<file path="config.mk">
export PLATFORM = sky130hd
export DESIGN_NAME = jtag_mem_responder_flat
export DESIGN_NICKNAME = d
export VERILOG_FILES = /design/src/rtl/jtag_mem_responder_pkg.sv /design/src/rtl/jtag_mem_responder_if.sv /design/src/rtl/jtag_mem_responder_timeout.sv /design/src/rtl/jtag_mem_responder.sv /design/src/flat_wrapper.sv
export SDC_FILE = /design/constraint.sdc
export NUM_CORES = 1
export LEC_CHECK = 0
export CORE_ASPECT_RATIO = 0.6
export CORE_MARGIN = 8
export CORE_UTILIZATION = 45
export DETAILED_ROUTE_END_ITERATION = 8
export GPL_TIMING_DRIVEN = 0
export PLACE_DENSITY = 0.95
export SLEW_MARGIN = 10
export SYNTH_ARGS = -nofsm -noshare
export SYNTH_HDL_FRONTEND = slang
export SYNTH_SLANG_ARGS = --single-unit
</file>
<file path="constraint.sdc">
create_clock -name clk_i -period 5.2 [get_ports clk_i]
set_input_delay 1.04 -clock clk_i [delete_from_list [all_inputs] [get_ports clk_i]]
set_output_delay 1.04 -clock clk_i [all_outputs]
set_load 0.01 [all_outputs]
</file>
<file path="src/rtl/jtag_mem_responder_pkg.sv">
// Shared types and default widths for the JTAG debug memory responder.
// Holds the FSM state enum, the latched command record and default widths.
package jtag_mem_pkg;

   localparam int JM_AW = 32;
   localparam int JM_DW = 64;
   localparam int JM_LW = 8;

   typedef enum logic [1:0] {
      IDLE   = 2'd0,
      REQ    = 2'd1,
      WAIT_R = 2'd2,
      RESP   = 2'd3
   } jtag_mem_state_t;

   typedef struct packed {
      logic             we;
      logic [JM_AW-1:0] addr;
      logic [JM_DW-1:0] wdata;
      logic [JM_LW-1:0] len;
      logic             inc;
   } jtag_mem_cmd_t;

endpackage

</file>
<file path="src/rtl/jtag_mem_responder_if.sv">
// Single-outstanding req/gnt/rvalid memory port.
// The master modport is the responder side; the slave modport is the memory side.
interface jtag_mem_responder_if #(
   parameter int AW = 32,
   parameter int DW = 64
);
   logic          req;
   logic          gnt;
   logic          we;
   logic [AW-1:0] addr;
   logic [DW-1:0] wdata;
   logic [DW/8-1:0] be;
   logic          rvalid;
   logic [DW-1:0] rdata;

   modport master (
      output req, we, addr, wdata, be,
      input  gnt, rvalid, rdata
   );

   modport slave (
      input  req, we, addr, wdata, be,
      output gnt, rvalid, rdata
   );
endinterface

</file>
<file path="src/rtl/jtag_mem_responder_timeout.sv">
// Per-beat abort timer for the memory responder.
// Reloads while cleared and counts down while enabled. It flags expiry on the
// CYCLES-th consecutive enabled cycle.
// This module is only instantiated when JTAG_MEM_TIMEOUT_EN is defined.
module jtag_mem_timeout #(
   parameter int CYCLES = 1024
) (
   input  logic clk_i,
   input  logic rst_ni,
   input  logic clear_i,
   input  logic enable_i,
   output logic expired_o
);
   localparam int CW = $clog2(CYCLES + 1);

   logic [CW-1:0] cnt_q;

   // Reload on clear, count down while the beat is outstanding
   always_ff @(posedge clk_i or negedge rst_ni) begin
      if (!rst_ni) begin
         cnt_q <= '0;
      end else if (clear_i) begin
         cnt_q <= CW'(CYCLES);
      end else if (enable_i && (cnt_q != '0)) begin
         cnt_q <= cnt_q - CW'(1);
      end
   end

   assign expired_o = enable_i && (cnt_q == CW'(1));
endmodule

</file>
<file path="src/rtl/jtag_mem_responder.sv">
// Memory-side responder for the JTAG debug memory-access path.
// It runs one command (read, or write fill) as a burst of single-outstanding
// memory beats. It returns one response beat per memory beat.
// Optional feature: `define JTAG_MEM_TIMEOUT_EN enables a per-beat abort timer.
// On expiry the timer returns one error beat and abandons the rest of the burst.
module jtag_mem_responder
   import jtag_mem_pkg::*;
#(
   parameter int AW = JM_AW,
   parameter int DW = JM_DW,
   parameter int LW = JM_LW,
   parameter int TIMEOUT_CYCLES = 1024
) (
   input  logic          clk_i,
   input  logic          rst_ni,
   input  logic          cmd_valid_i,
   output logic          cmd_ready_o,
   input  logic          cmd_we_i,
   input  logic [AW-1:0] cmd_addr_i,
   input  logic [DW-1:0] cmd_wdata_i,
   input  logic [LW-1:0] cmd_len_i,
   input  logic          cmd_inc_i,
   output logic          rsp_valid_o,
   input  logic          rsp_ready_i,
   output logic [DW-1:0] rsp_rdata_o,
   output logic          rsp_err_o,
   output logic          rsp_last_o,
   jtag_mem_responder_if.master mem,
   output logic          busy_o
);
   localparam logic [AW-1:0] STEP       = AW'(DW / 8);
   localparam logic [AW-1:0] ALIGN_MASK = AW'(DW / 8 - 1);

   jtag_mem_state_t state_q, state_d;

   logic          we_q;
   logic [AW-1:0] addr_q;
   logic [DW-1:0] wdata_q;
   logic [LW-1:0] cnt_q;
   logic          inc_q;
   logic [DW-1:0] rdata_q;
   logic          err_q;
   logic          timeout_hit;
   logic          timeout_abort;
   logic          beat_active;

   assign beat_active = (state_q == REQ) || (state_q == WAIT_R);

`ifdef JTAG_MEM_TIMEOUT_EN
   jtag_mem_timeout #(
      .CYCLES (TIMEOUT_CYCLES)
   ) u_timeout (
      .clk_i     (clk_i),
      .rst_ni    (rst_ni),
      .clear_i   (!beat_active),
      .enable_i  (beat_active),
      .expired_o (timeout_hit)
   );

   // Error flag: cleared by each new command and set when a beat is abandoned
   always_ff @(posedge clk_i or negedge rst_ni) begin
      if (!rst_ni) begin
         err_q <= 1'b0;
      end else if ((state_q == IDLE) && cmd_valid_i) begin
         err_q <= 1'b0;
      end else if (timeout_abort) begin
         err_q <= 1'b1;
      end
   end
`else
   assign timeout_hit = 1'b0;
   assign err_q       = 1'b0;
`endif

   // An arriving gnt or rvalid wins over an expiry in the same cycle
   assign timeout_abort = timeout_hit &&
                          (((state_q == REQ) && !mem.gnt) ||
                           ((state_q == WAIT_R) && !mem.rvalid));

   // State register
   always_ff @(posedge clk_i or negedge rst_ni) begin
      if (!rst_ni) begin
         state_q <= IDLE;
      end else begin
         state_q <= state_d;
      end
   end

   // Next-state logic
   always_comb begin
      state_d = state_q;
      case (state_q)
         IDLE: begin
            if (cmd_valid_i) state_d = REQ;
         end
         REQ: begin
            if (mem.gnt)          state_d = WAIT_R;
            else if (timeout_hit) state_d = RESP;
         end
         WAIT_R: begin
            if (mem.rvalid)       state_d = RESP;
            else if (timeout_hit) state_d = RESP;
         end
         RESP: begin
            if (rsp_ready_i) begin
               state_d = ((cnt_q == '0) || err_q) ? IDLE : REQ;
            end
         end
         default: state_d = IDLE;
      endcase
   end

   // Outputs decoded from the current state
   always_comb begin
      cmd_ready_o = (state_q == IDLE);
      busy_o      = (state_q != IDLE);
      mem.req     = (state_q == REQ);
      rsp_valid_o = (state_q == RESP);
      rsp_last_o  = (state_q == RESP) && ((cnt_q == '0) || err_q);
      rsp_err_o   = (state_q == RESP) && err_q;
   end

   assign mem.we      = we_q;
   assign mem.addr    = addr_q;
   assign mem.wdata   = wdata_q;
   assign mem.be      = '1;
   assign rsp_rdata_o = rdata_q;

   // Command latch, per-beat address/count advance and response data capture
   always_ff @(posedge clk_i or negedge rst_ni) begin
      if (!rst_ni) begin
         we_q    <= 1'b0;
         addr_q  <= '0;
         wdata_q <= '0;
         cnt_q   <= '0;
         inc_q   <= 1'b0;
         rdata_q <= '0;
      end else begin
         if ((state_q == IDLE) && cmd_valid_i) begin
            we_q    <= cmd_we_i;
            addr_q  <= cmd_addr_i & ~ALIGN_MASK;
            wdata_q <= cmd_wdata_i;
            cnt_q   <= cmd_len_i;
            inc_q   <= cmd_inc_i;
         end
         if ((state_q == WAIT_R) && mem.rvalid) begin
            rdata_q <= we_q ? '0 : mem.rdata;
         end
         if (timeout_abort) begin
            rdata_q <= '0;
         end
         // Counter only moves when more beats remain, so it never underflows
         if ((state_q == RESP) && rsp_ready_i && (cnt_q != '0) && !err_q) begin
            cnt_q <= cnt_q - LW'(1);
            if (inc_q) addr_q <= addr_q + STEP;
         end
      end
   end
endmodule

</file>
<file path="src/flat_wrapper.sv">
// flat-port wrapper written by rule: the top's interface ports become plain ports
module jtag_mem_responder_flat import jtag_mem_pkg::*;
#(
   parameter int AW = JM_AW,
   parameter int DW = JM_DW,
   parameter int LW = JM_LW,
   parameter int TIMEOUT_CYCLES = 1024
)
  (clk_i, rst_ni, cmd_valid_i, cmd_ready_o, cmd_we_i, cmd_addr_i, cmd_wdata_i, cmd_len_i, cmd_inc_i, rsp_valid_o, rsp_ready_i, rsp_rdata_o, rsp_err_o, rsp_last_o, busy_o, mem_req, mem_we, mem_addr, mem_wdata, mem_be, mem_gnt, mem_rvalid, mem_rdata);
  jtag_mem_responder_if #(.AW(AW), .DW(DW)) mem_i ();
  input  logic clk_i;
  input  logic rst_ni;
  input  logic cmd_valid_i;
  output logic cmd_ready_o;
  input  logic cmd_we_i;
  input  logic [AW-1:0] cmd_addr_i;
  input  logic [DW-1:0] cmd_wdata_i;
  input  logic [LW-1:0] cmd_len_i;
  input  logic cmd_inc_i;
  output logic rsp_valid_o;
  input  logic rsp_ready_i;
  output logic [DW-1:0] rsp_rdata_o;
  output logic rsp_err_o;
  output logic rsp_last_o;
  output logic busy_o;
  output wire logic [$bits(mem_i.req)-1:0] mem_req;
  output wire logic [$bits(mem_i.we)-1:0] mem_we;
  output wire logic [$bits(mem_i.addr)-1:0] mem_addr;
  output wire logic [$bits(mem_i.wdata)-1:0] mem_wdata;
  output wire logic [$bits(mem_i.be)-1:0] mem_be;
  input wire logic [$bits(mem_i.gnt)-1:0] mem_gnt;
  input wire logic [$bits(mem_i.rvalid)-1:0] mem_rvalid;
  input wire logic [$bits(mem_i.rdata)-1:0] mem_rdata;
  assign mem_req = mem_i.req;
  assign mem_we = mem_i.we;
  assign mem_addr = mem_i.addr;
  assign mem_wdata = mem_i.wdata;
  assign mem_be = mem_i.be;
  assign mem_i.gnt = mem_gnt;
  assign mem_i.rvalid = mem_rvalid;
  assign mem_i.rdata = mem_rdata;
  jtag_mem_responder #(.AW(AW), .DW(DW), .LW(LW), .TIMEOUT_CYCLES(TIMEOUT_CYCLES)) u_core (.clk_i(clk_i), .rst_ni(rst_ni), .cmd_valid_i(cmd_valid_i), .cmd_ready_o(cmd_ready_o), .cmd_we_i(cmd_we_i), .cmd_addr_i(cmd_addr_i), .cmd_wdata_i(cmd_wdata_i), .cmd_len_i(cmd_len_i), .cmd_inc_i(cmd_inc_i), .rsp_valid_o(rsp_valid_o), .rsp_ready_i(rsp_ready_i), .rsp_rdata_o(rsp_rdata_o), .rsp_err_o(rsp_err_o), .rsp_last_o(rsp_last_o), .mem(mem_i), .busy_o(busy_o));
endmodule
</file>
Word-level counts from Yosys, hierarchy flattened
Index checks and enable logic that the tools add are counted.

Input port bits: 176. Register bits after elaboration: 172. Word-level logic and storage cells: 39.

Muxes and demuxes: 12. Equal/unequal tests: 7. Add/sub/neg operators: 2. Reduce and logical (&&, ||, !) cells: 11.

Operators by type and width (number): 2-to-1 mux 32 bit (3); 2-to-1 mux 64 bit (1); adder 32 x 4 -> 32 bit (second input constant) (1); 2-to-1 mux 8 bit (2); zero test 8 bit (1); 2-to-1 mux 2 bit (4); case mux 2 bit (4 select lines) (1); nonzero test 8 bit (1); subtractor 8 x 1 -> 8 bit (second input constant) (1); logical AND 1 bit (5); equality test 2 bit (second input constant) (2); inequality test 2 x 1 -> 1 bit (second input constant) (2); inequality test 2 bit (second input constant) (2); AND reduction 4 bit (1); nonzero test 2 bit (2); equality test 2 x 1 -> 1 bit (second input constant) (1); zero test 2 bit (1); 2-to-1 mux 1 bit (1).

Longest topological paths before layout
Depth in word-level cells: 5. Gate-level depth with buffers: 10. Depth with buffers taken out: 7.

Worst setup path before layout
OpenSTA, ideal clock, no wires.

Kind: reg2out. Start: reg u_core.cnt_q[0]. End: out rsp_last_o. Stages on the path, launching flop included: 6. Required time: 4160 ps. Path slack: 2665 ps. Path buffers: 1. Arrival: 1495 ps. Cell sequence: dfrtp_1 > inv_1 > ha_1 > or4b_1 > buf_2 > nor3_1.

Word-level cells in the longest chain between the ends: 2.

Ends and longest elaborated chain: start, declared (line jtag_mem_responder.sv:39) `logic [LW-1:0] cnt_q;`; start signal, assigned (line jtag_mem_responder.sv:143) `cnt_q <= cmd_len_i;`; start signal, assigned (line jtag_mem_responder.sv:154) `cnt_q <= cnt_q - LW'(1);`; zero test 8 bit (line jtag_mem_responder.sv:119) `rsp_last_o = (state_q == RESP) && ((cnt_q == '0) || err_q);`; logical AND 1 bit (line jtag_mem_responder.sv:119); end, declared (line flat_wrapper.sv:24) `output logic rsp_last_o;`.

Every way passes these cells.

Worst setup path after layout
Same ends and word-level chain as after synthesis.

==> summary.log <==
INFO  status         run_status=finished, final reports clean
INFO  final_layout   layout.cell_area.non_filler=12,100um^2
INFO  setup_path     timing.setup.critical_path_class=reg2out
INFO  placement      place_congestion=0.967
INFO  logic_synthesis synth_cells=866
INFO  sta            maxSlewViolCount=0
INFO  route          viasPerCell=5.24
INFO  clock_network  cts_resized=0
INFO  placement      detailedPlacementHpwl=22,000um
INFO  sta            setup_repair_after_global_routing_missed_its_margin=false
INFO  die            io-pin-count=351
INFO  grt            grt_overflow=0
INFO  sta            clock_skew=0.0161ns
INFO  clock_network  setup_fix_buffers_added_after_clock_tree_synthesis=0
INFO  clock_network  cts_hold_buffers=0
INFO  die            start_util=45.6%
INFO  sta            post-route-worst-setup-slack=1.55ns
INFO  pwr            power_density_normalized_to_cell_area=560nW/um^2
INFO  clock_network  clk_path_buf_depth=2
INFO  route          highest_layer=met4
INFO  placement      io_buffers=338
INFO  logic_synthesis netlist-cell-type-count=51
INFO  clock_network  worst_skew_pair_latency=0.42ns
INFO  grt            vias_in_the_first_global_route=7,760
INFO  hold_path      worstHoldPathType=reg2reg
INFO  job            max_cap_violations=0
INFO  final_layout   utilization=71.1%
INFO  setup_path     cp_top_family=buffers and inverters
INFO  logic_synthesis cell_area_synth=7740um^2
INFO  logic_synthesis synth.ff_latch_count=172
INFO  die            fp.dieW=185um
INFO  sta            setup-violations-final=0
INFO  route          first_iter_violations=612
INFO  logic_synthesis post_synth_most_frequent_cells=sky130_fd_sc_hd__nand2_1 (294), sky130_fd_sc_hd__dfrtp_1 (172), sky130_fd_sc_hd__o21ai_0 (77)
INFO  setup_path     max_stage_delay=0.61ns
INFO  route          route.met2.wl=13,000um
INFO  placement      place.detailed.instances=1,446
INFO  route          post-route-drc-count=0
INFO  final_layout   drive_gt1_share=4.91%
INFO  logic_synthesis yosysSeqAreaShare=55.6%
INFO  setup_path     timing.critical_path.cells=inv_1, ha_1, or4b_1, buf_2, nor3_1, clkdlybuf4s50_1
INFO  route          dr_wl_met3=3190um
INFO  placement      pre_cts_slack=1.72ns
INFO  logic_synthesis post-synth-top-count-cell=sky130_fd_sc_hd__nand2_1
INFO  die            chipHeight=118um
INFO  logic_synthesis post_synth.cell_area_avg=8.94um^2
INFO  die            die-area=21,800um^2
INFO  logic_synthesis synth_top_cells_by_area=sky130_fd_sc_hd__dfrtp_1 (56%), sky130_fd_sc_hd__nand2_1 (14%), sky130_fd_sc_hd__nand2b_1 (5.3%), sky130_fd_sc_hd__o21ai_0 (5.0%), sky130_fd_sc_hd__clkbuf_1 (1.7%)
INFO  setup_path     worst_setup_path_end_kind=output port
INFO  logic_synthesis post-synth-top-area-cell=sky130_fd_sc_hd__dfrtp_1
INFO  sta            tightest_slew=0.667ns
INFO  die            core_region_area=17,000um^2
INFO  grt            grtUsageTotal=24.8%
INFO  clock_network  clk_transition_reported_paths=0.07ns
INFO  route          drt.antenna.violating_nets=0
INFO  route          wl_per_cell=18.9um
INFO  placement      placement.cell_area=11,500um^2
INFO  setup_path     critical_path.slowest_cell=sky130_fd_sc_hd__clkdlybuf4s50_1
INFO  final_layout   num_antenna_cells=0
INFO  route          route.layer.met1.wl=10,800um
INFO  clock_network  clock_sinks=172
INFO  die            fp-row-count=37
INFO  clock_network  clock_tree_from_tritoncts=done
INFO  setup_path     crit_fanout=8
INFO  clock_network  cts-htree-levels=4
INFO  logic_synthesis ys.flop_type=sky130_fd_sc_hd__dfrtp_1
INFO  logic_synthesis synth_enable_flop_cells=0
INFO  grt            number_of_antenna_violations_at_the_first_check_in_global_routing=0
INFO  route          routed_wirelength=27,900um
INFO  grt            grt_pass1_wl=42,600um
INFO  setup_path     arrival=2.61ns
INFO  sta            hold-worst-slack=0.476ns
INFO  sta            timing.final.crit_share=70.1%
INFO  sta            finalHoldViolCount=0
INFO  clock_network  numCtsBuffers=17
INFO  sta            period_needed=3.65ns
INFO  final_layout   area_delta_synth_final=56.1%
INFO  final_layout   finalNonFillerCells=1,477
INFO  setup_path     crit_buf_inv=3
INFO  logic_synthesis synth_largest_type_area_fraction=55.6%
INFO  route          route.vias.total=7,734
INFO  logic_synthesis asyncSetResetFlopFracSynth=100%
INFO  route          drt_pre_antenna_iters=5
INFO  grt            largest_net_degree_at_the_start_of_global_routing=101
INFO  setup_path     start_kind=flip-flop
INFO  pwr            power_leakage=5.37nW
INFO  sta            timing.slew.headroom=55.6%
INFO  sta            max_freq=0.274GHz
INFO  pwr            power.ir.vdd_worst=0.282mV
INFO  setup_path     worstPathRequired=4.16ns
INFO  logic_synthesis yosysWarningCount=0
INFO  final_layout   final_net_count=1,414
INFO  clock_network  cts_root_buf=sky130_fd_sc_hd__clkbuf_16
-- cell usage in the layout, fill, tap and decap left out, drive strengths merged, types with 2 or more instances in the layout --
cell,count
buf,25
and3,12
nor4,2
clkbuf,54
o21ai,78
nand4,9
o22ai,8
ha,7
clkinv,3
nand3,11
a311oi,9
clkdlybuf4s50,337
dfrtp,172
o32ai,2
and2,5
nand2b,66
o31ai,2
a21oi,23
inv,17
nor3,10
nor2,36
nand2,295
o211ai,3
a211o,2
a211oi,16
bufinv,3
or3,4
conb,9
and4,3
nor3b,2
clkinvlp,2
-- per-stage QoR --
stage | power [mW] | setup TNS (ns)
finish | 6.77 | 0
CTS | 6.81 | 0
floorplan | 3.66 | 0
global route | 7.18 | 0
detailed placement | 5.46 | 0
global placement | 5.31 | -693.53
-- logic make-up (layout without fill, tap and decap cells) --
logic type | Yosys count | in the layout | synth area share (%)
AOI/OAI and AO/OA | 152 | 152 | 11.9
muxes | 1 | 1 | 0.129
DFF | 172 | 172 | 55.6
xor gates and xnor gates | 1 | 1 | 0.113
adders and majority gates | 7 | 7 | 1.13
and+or+nand+nor | 460 | 460 | 26.8
other | 2 | 9 | 0.0970
buffers and inverters | 71 | 441 | 4.22
-- power breakdown --
| group | leakage, nW | switching [mW] | internal [mW] |
|---|---|---|---|
| sequential | 2.12 | 0.442 | 1.92 |
| combinational | 2.95 | 1.51 | 1.56 |
| clock | 0.291 | 0.564 | 0.768 |
-- sequential cells by signal (all words and copies together), names as in the netlist --
signal              cells
u_core.mem.we           1
u_core.inc_q            1
u_core.mem.wdata       64
u_core.cnt_q            8
u_core.mem.addr        32
u_core.state_q          2
u_core.rsp_rdata_o     64
-- worst min-delay path, delay by kind of cell, from the launching register on --
family | cells | cell delay [ns]
flip-flops | 1 | 0.34
AND/OR/NAND/NOR | 2 | 0.10
-- cell type report --
type                            instances  area [um^2]
Buffer                                 59          282
Clock buffer                           18          429
Clock inverter                         13          180
Fill cell                            1231         4900
Inverter                               12         45.0
Multi-Input combinational cell        630         3140
Sequential cell                       172         4300
Tap cell                              234          293
Timing Repair Buffer                  339         3420
-- worst paths after layout --
check | start | depth (start not counted) | to | slack (ns)
worst max register to register | u_core.state_q[0]$_DFFE_PN0P_ | 8 | u_core.mem.wdata[58]$_DFFE_PN0P_ | 2.46
worst min-delay path | u_core.mem.wdata[37]$_DFFE_PN0P_ | 2 | u_core.mem.wdata[37]$_DFFE_PN0P_ | 0.48
min in group asynchronous | rst_ni | 1 | u_core.mem.wdata[58]$_DFFE_PN0P_ | 0.57
worst min register to register | u_core.mem.wdata[37]$_DFFE_PN0P_ | 2 | u_core.mem.wdata[37]$_DFFE_PN0P_ | 0.48
worst max-delay path | u_core.cnt_q[0]$_DFFE_PN0P_ | 6 | rsp_last_o | 1.55
max in group asynchronous | rst_ni | 2 | u_core.mem.wdata[34]$_DFFE_PN0P_ | 3.72
-- layer usage --
layer	up-vias	track usage, %
met5	-	0
li1	3583	-
met2	413	39.9
met4	0	9.31
met1	3679	30.1
met3	59	8.91
Power figures use the tool's default switching activity.
